## config.mk

```make
export PLATFORM = sky130hd
export DESIGN_NAME = regfile_wb_arbiter
export DESIGN_NICKNAME = d
export VERILOG_FILES = /design/src/rtl/cpu_pkg.sv /design/src/rtl/rr_arbiter.sv /design/src/rtl/regfile_wb_arbiter.sv
export SDC_FILE = /design/constraint.sdc
export NUM_CORES = 1
export LEC_CHECK = 0
export CORE_UTILIZATION = 25
export DETAILED_ROUTE_END_ITERATION = 8
export PLACE_DENSITY = 0.69
export SYNTH_ARGS = -nofsm -noshare
export SYNTH_HDL_FRONTEND = slang
export SYNTH_SLANG_ARGS = --single-unit
```

## constraint.sdc

```tcl
create_clock -name clk -period 2.5 [get_ports clk]
set_input_delay 0.5 -clock clk [delete_from_list [all_inputs] [get_ports clk]]
set_output_delay 0.5 -clock clk [all_outputs]
set_load 0.02 [all_outputs]
```

## src/rtl/cpu_pkg.sv

```systemverilog
// cpu_pkg: shared register-file constants and the writeback request type
package cpu_pkg;
  localparam int REG_ADDR_WIDTH = 4;
  localparam int DATA_WIDTH = 8;
  localparam int REG_ZERO_ADDR = 0;
  typedef struct packed {
    logic [REG_ADDR_WIDTH-1:0] addr;
    logic [DATA_WIDTH-1:0] data;
  } wb_req_t;
endpackage

```

## src/rtl/rr_arbiter.sv

```systemverilog
// rr_arbiter: combinational one-hot grant; WB_ROUND_ROBIN_EN searches from ptr+1, else lowest index wins
module rr_arbiter #(
  parameter int N = 3,
  parameter int PW = $clog2(N)
) (
  input  logic [N-1:0]  req,
  input  logic [PW-1:0] ptr,
  output logic [N-1:0]  gnt
);
`ifdef WB_ROUND_ROBIN_EN
  logic found;
  always_comb begin
    gnt = '0;
    found = 1'b0;
    for (int k = 1; k <= N; k++) begin
      if (!found && req[(int'(ptr) + k) % N]) begin
        gnt[(int'(ptr) + k) % N] = 1'b1;
        found = 1'b1;
      end
    end
  end
`else
  logic unused_ptr;
  assign unused_ptr = ^ptr;
  assign gnt = req & (~req + {{(N-1){1'b0}}, 1'b1});
`endif
endmodule

```

## src/rtl/regfile_wb_arbiter.sv

```systemverilog
// regfile_wb_arbiter: shares the register-file write port among NUM_REQ requesters; WB_ROUND_ROBIN_EN enables round-robin
module regfile_wb_arbiter #(
  parameter int REG_ADDR_WIDTH = 4,
  parameter int DATA_WIDTH = 8,
  parameter int NUM_REQ = 3
) (
  input  logic                               clk,
  input  logic                               rst,
  input  logic [NUM_REQ-1:0]                 req_valid,
  output logic [NUM_REQ-1:0]                 req_ready,
  input  logic [NUM_REQ*REG_ADDR_WIDTH-1:0]  req_addr,
  input  logic [NUM_REQ*DATA_WIDTH-1:0]      req_data,
  input  logic                               wr_hold,
  output logic                               rf_write_en,
  output logic [REG_ADDR_WIDTH-1:0]          rf_regw,
  output logic [DATA_WIDTH-1:0]              rf_dataw,
  output logic [$clog2(NUM_REQ)-1:0]         grant_id
);
  import cpu_pkg::REG_ZERO_ADDR;
  localparam int GW = $clog2(NUM_REQ);
  logic [NUM_REQ-1:0] cand, gnt;
  logic [GW-1:0] ptr, gid, gid_q, gid_d;
  logic [REG_ADDR_WIDTH-1:0] sel_addr, regw_q, regw_d;
  logic [DATA_WIDTH-1:0] sel_data, dataw_q, dataw_d;
  logic hs, we_q, we_d;
  assign cand = (rst || wr_hold) ? '0 : req_valid;
  rr_arbiter #(.N(NUM_REQ)) u_arb (
    .req(cand),
    .ptr(ptr),
    .gnt(gnt)
  );
  assign req_ready = gnt;
  assign hs = |gnt;
  always_comb begin
    gid = '0;
    sel_addr = '0;
    sel_data = '0;
    for (int i = 0; i < NUM_REQ; i++) begin
      if (gnt[i]) begin
        gid = GW'(i);
        sel_addr = req_addr[i*REG_ADDR_WIDTH +: REG_ADDR_WIDTH];
        sel_data = req_data[i*DATA_WIDTH +: DATA_WIDTH];
      end
    end
  end
  // address-0 writes still load regw/dataw/grant_id, only the enable is suppressed
  always_comb begin
    we_d = hs && (sel_addr != REG_ADDR_WIDTH'(REG_ZERO_ADDR));
    regw_d = hs ? sel_addr : regw_q;
    dataw_d = hs ? sel_data : dataw_q;
    gid_d = hs ? gid : gid_q;
  end
  always_ff @(posedge clk) begin
    if (rst) begin
      we_q <= 1'b0;
      regw_q <= '0;
      dataw_q <= '0;
      gid_q <= '0;
    end else begin
      we_q <= we_d;
      regw_q <= regw_d;
      dataw_q <= dataw_d;
      gid_q <= gid_d;
    end
  end
`ifdef WB_ROUND_ROBIN_EN
  logic [GW-1:0] ptr_q, ptr_d;
  always_comb ptr_d = hs ? gid : ptr_q;
  always_ff @(posedge clk) begin
    if (rst) ptr_q <= GW'(NUM_REQ - 1);
    else ptr_q <= ptr_d;
  end
  assign ptr = ptr_q;
`else
  assign ptr = GW'(NUM_REQ - 1);
`endif
  assign rf_write_en = we_q;
  assign rf_regw = regw_q;
  assign rf_dataw = dataw_q;
  assign grant_id = gid_q;
endmodule

```

==> flow_metrics.tcl <==
set metrics [dict create \
    die_h_um 54.2 \
    grt_pass1_vias 828 \
    routabilityCongestion 0.742 \
    cts_tree "done" \
    fin_nets 185 \
    post_drt_wl_per_cell_um 13.9 \
    fin_crit_sh_pct 90.3 \
    die_w_um 54.2 \
    syn_nets 116 \
    syn_inst 74 \
    grt_usage_pct 17.9 \
    antenna_cells 0 \
    crit_type "input pin to output pin" \
    timing.slew.headroom_pct 72.7 \
    muxShareOfSynthArea_pct 0 \
    drt-total-wl_mm 2.39 \
    power_density_nw_per_um2 411 \
    dpl.hpwl_mm 1.89 \
    grt_pass1_wl_mm 3.56 \
    yosys.area_share.simple_pct 20.9 \
    yosysSeqAreaShare_pct 44.0 \
    htree_levels 1 \
    cts_made_buffers 3 \
    crit_path_end_kind "output pin" \
    synth_top_family_by_area "compound AO/OA/AOI/OAI gates" \
    worst_slew_pin_slew_ps 410 \
    clkSlewWorstSetupHoldPaths_ps 100 \
    port_buffers 59 \
    row_count 18 \
    synth-xor-area-share_pct 0 \
    crit_arrival_ps 1760 \
    synth_area_um2 682 \
    grt_overflow_total 0 \
    rsz0062_at_grt "false" \
    synth_cell_types 21 \
    coreArea_um2 2520 \
    critPathMaxFanout 5 \
    postLayoutCoreUtil_pct 54.8 \
    drtIter0Drc 37 \
    r2r-start "rf_dataw[7]$_SDFFE_PP0P_" \
    dp_slack_ps -42.1 \
    crit_chain "clkdlybuf4s50_1 -> nor2b_1 -> and3b_1 -> dlygate4sd2_1" \
    postCtsSetupRepairBufs 0 \
    cap_violations 0 \
    yosys_warnings 0 \
    ioPinCount 60 \
    drive_gt1_share_pct 12.0 \
    vias 880 \
    finalHoldViolations 0 \
    critPathLaunch "wr_hold" \
    fmax_ghz 0.443 \
    synth_compound_area_share_pct 31.7 \
    syn_avg_cell_area_um2 9.21 \
    outcome "finished, final reports clean" \
    final_max_slew_viol_count 0 \
    final_common_cell "clkdlybuf4s50_1" \
    synthTopCellsByArea "dfxtp_1 44%, a222oi_1 10%, nand2_1 9.4%" \
    yosysTopAreaCellShare_pct 44.0 \
    setup_viol 0 \
    grt_max_degree 14 \
    synthToLayoutAreaGrowth_pct 103 \
    cts.sinks 15 \
    hold_path_class "register to register" \
    start_util_pct 27.0 \
    hold_ws_ps 454 \
    clk_latency_ps 280 \
    dieArea_um2 2940 \
    fin_ws_ps 242 \
    clk_path_buf_depth 2 \
    final_cell_mix "56 x clkdlybuf4s50_1, 17 x nand2_1, 15 x dfxtp_1" \
    crit_slowest_cell "clkdlybuf4s50_1" \
    cts_hold_buf 0 \
    required_ps 2000 \
    worst_ir_drop_vdd_v 0.000259 \
    ys_seq_elements 15 \
    p_leak_nw 0.550 \
    finalClockSkew_ps 0 \
    ant_nets 0 \
    antenna_found_initial 0 \
    synth_fa_ha_area_share_pct 0 \
    cts-root-buf "clkbuf_4" \
    min-delay-start "rf_dataw[3]$_SDFFE_PP0P_" \
    max_stage_delay_ps 500 \
    dr.pass1.iters 6 \
    viasPerCell 5.12 \
    yosys.area.top_type "dfxtp_1" \
    post-route-min-period_ps 2260 \
    startpoint_type "input pin" \
    drc_errors 0 \
]
critical path, delay by kind of cell:
family | cells | cell delay (ps)
buffers and inverters | 2 | 850
AND/OR/NAND/NOR | 2 | 410
worst paths after layout:
check                             endpoint  slack [ps]  depth (start not counted)
setup / recovery              req_ready[2]         240                          4
hold / removal    rf_dataw[3]$_SDFFE_PP0P_         450                          2
setup reg to reg  rf_dataw[7]$_SDFFE_PP0P_        1650                          3
hold reg to reg   rf_dataw[3]$_SDFFE_PP0P_         450                          2
logic make-up after synthesis:
| kind of cell | after synthesis |
|---|---|
| AO/OA/AOI/OAI | 26 |
| buffers and inverters | 4 |
| flip-flops | 15 |
| AND/OR/NAND/NOR | 29 |
per-layer routing:
layer,routed length [µm],GRT usage [%]
met1,957,18.5
met3,227,7.50
met5,0,0
met4,17,8.97
met2,1190,30.7
report_power, final:
group,total (mW),internal (mW),switching (mW)
Clock,0.143,0.0594,0.0832
Combinational,0.167,0.104,0.0633
Sequential,0.258,0.252,0.00585
Total,0.568,0.415,0.152
metrics by stage:
step | instance area (µm²) | instances | total power [mW] | TNS [ps]
6_report | 1380 | 172 | 0.568 | 0
5_1_grt | 1380 | 172 | 0.597 | 0
4_1_cts | 1380 | 172 | 0.574 | 0
3_5_place_dp | 1360 | 168 | 0.432 | -42.1
3_3_place_gp | 1360 | 168 | 0.430 | -32.2
2_1_floorplan | 682 | 74 | 0.318 | 0
synthesized netlist by cell type:
cell       n
a21oi_1    7
a221o_1    5
a222oi_1   7
a32o_1     4
and2_4     1
and3b_1    1
buf_2      3
buf_4      1
dfxtp_1   15
nand2_1   17
nand2b_1   1
nand3_1    1
nand4_1    1
nor2_1     3
nor2_2     1
nor2b_1    1
nor3_1     1
nor4b_2    1
o21ai_0    1
o21ba_2    1
o22ai_1    1
final cells by class:
cell class                 count  area [µm²]
timing repair buffer          68         658
tap                           30        37.5
fill                         262        1140
multi-input combinational     55         359
clock inverter                 1        5.00
clock buffer                   3        22.5
sequential                    15         300
registers in the layout (all words and copies together), names as in the netlist:
name / flops
rf_write_en: 1
rf_dataw: 8
grant_id: 2
rf_regw: 4
repair_timing:
item / in CTS / in global routing
hold endpoints to repair: 0 / 0
setup endpoints to repair: 2 / 1
resized for setup: 2 / 1
(Power assumes the default switching activity.)
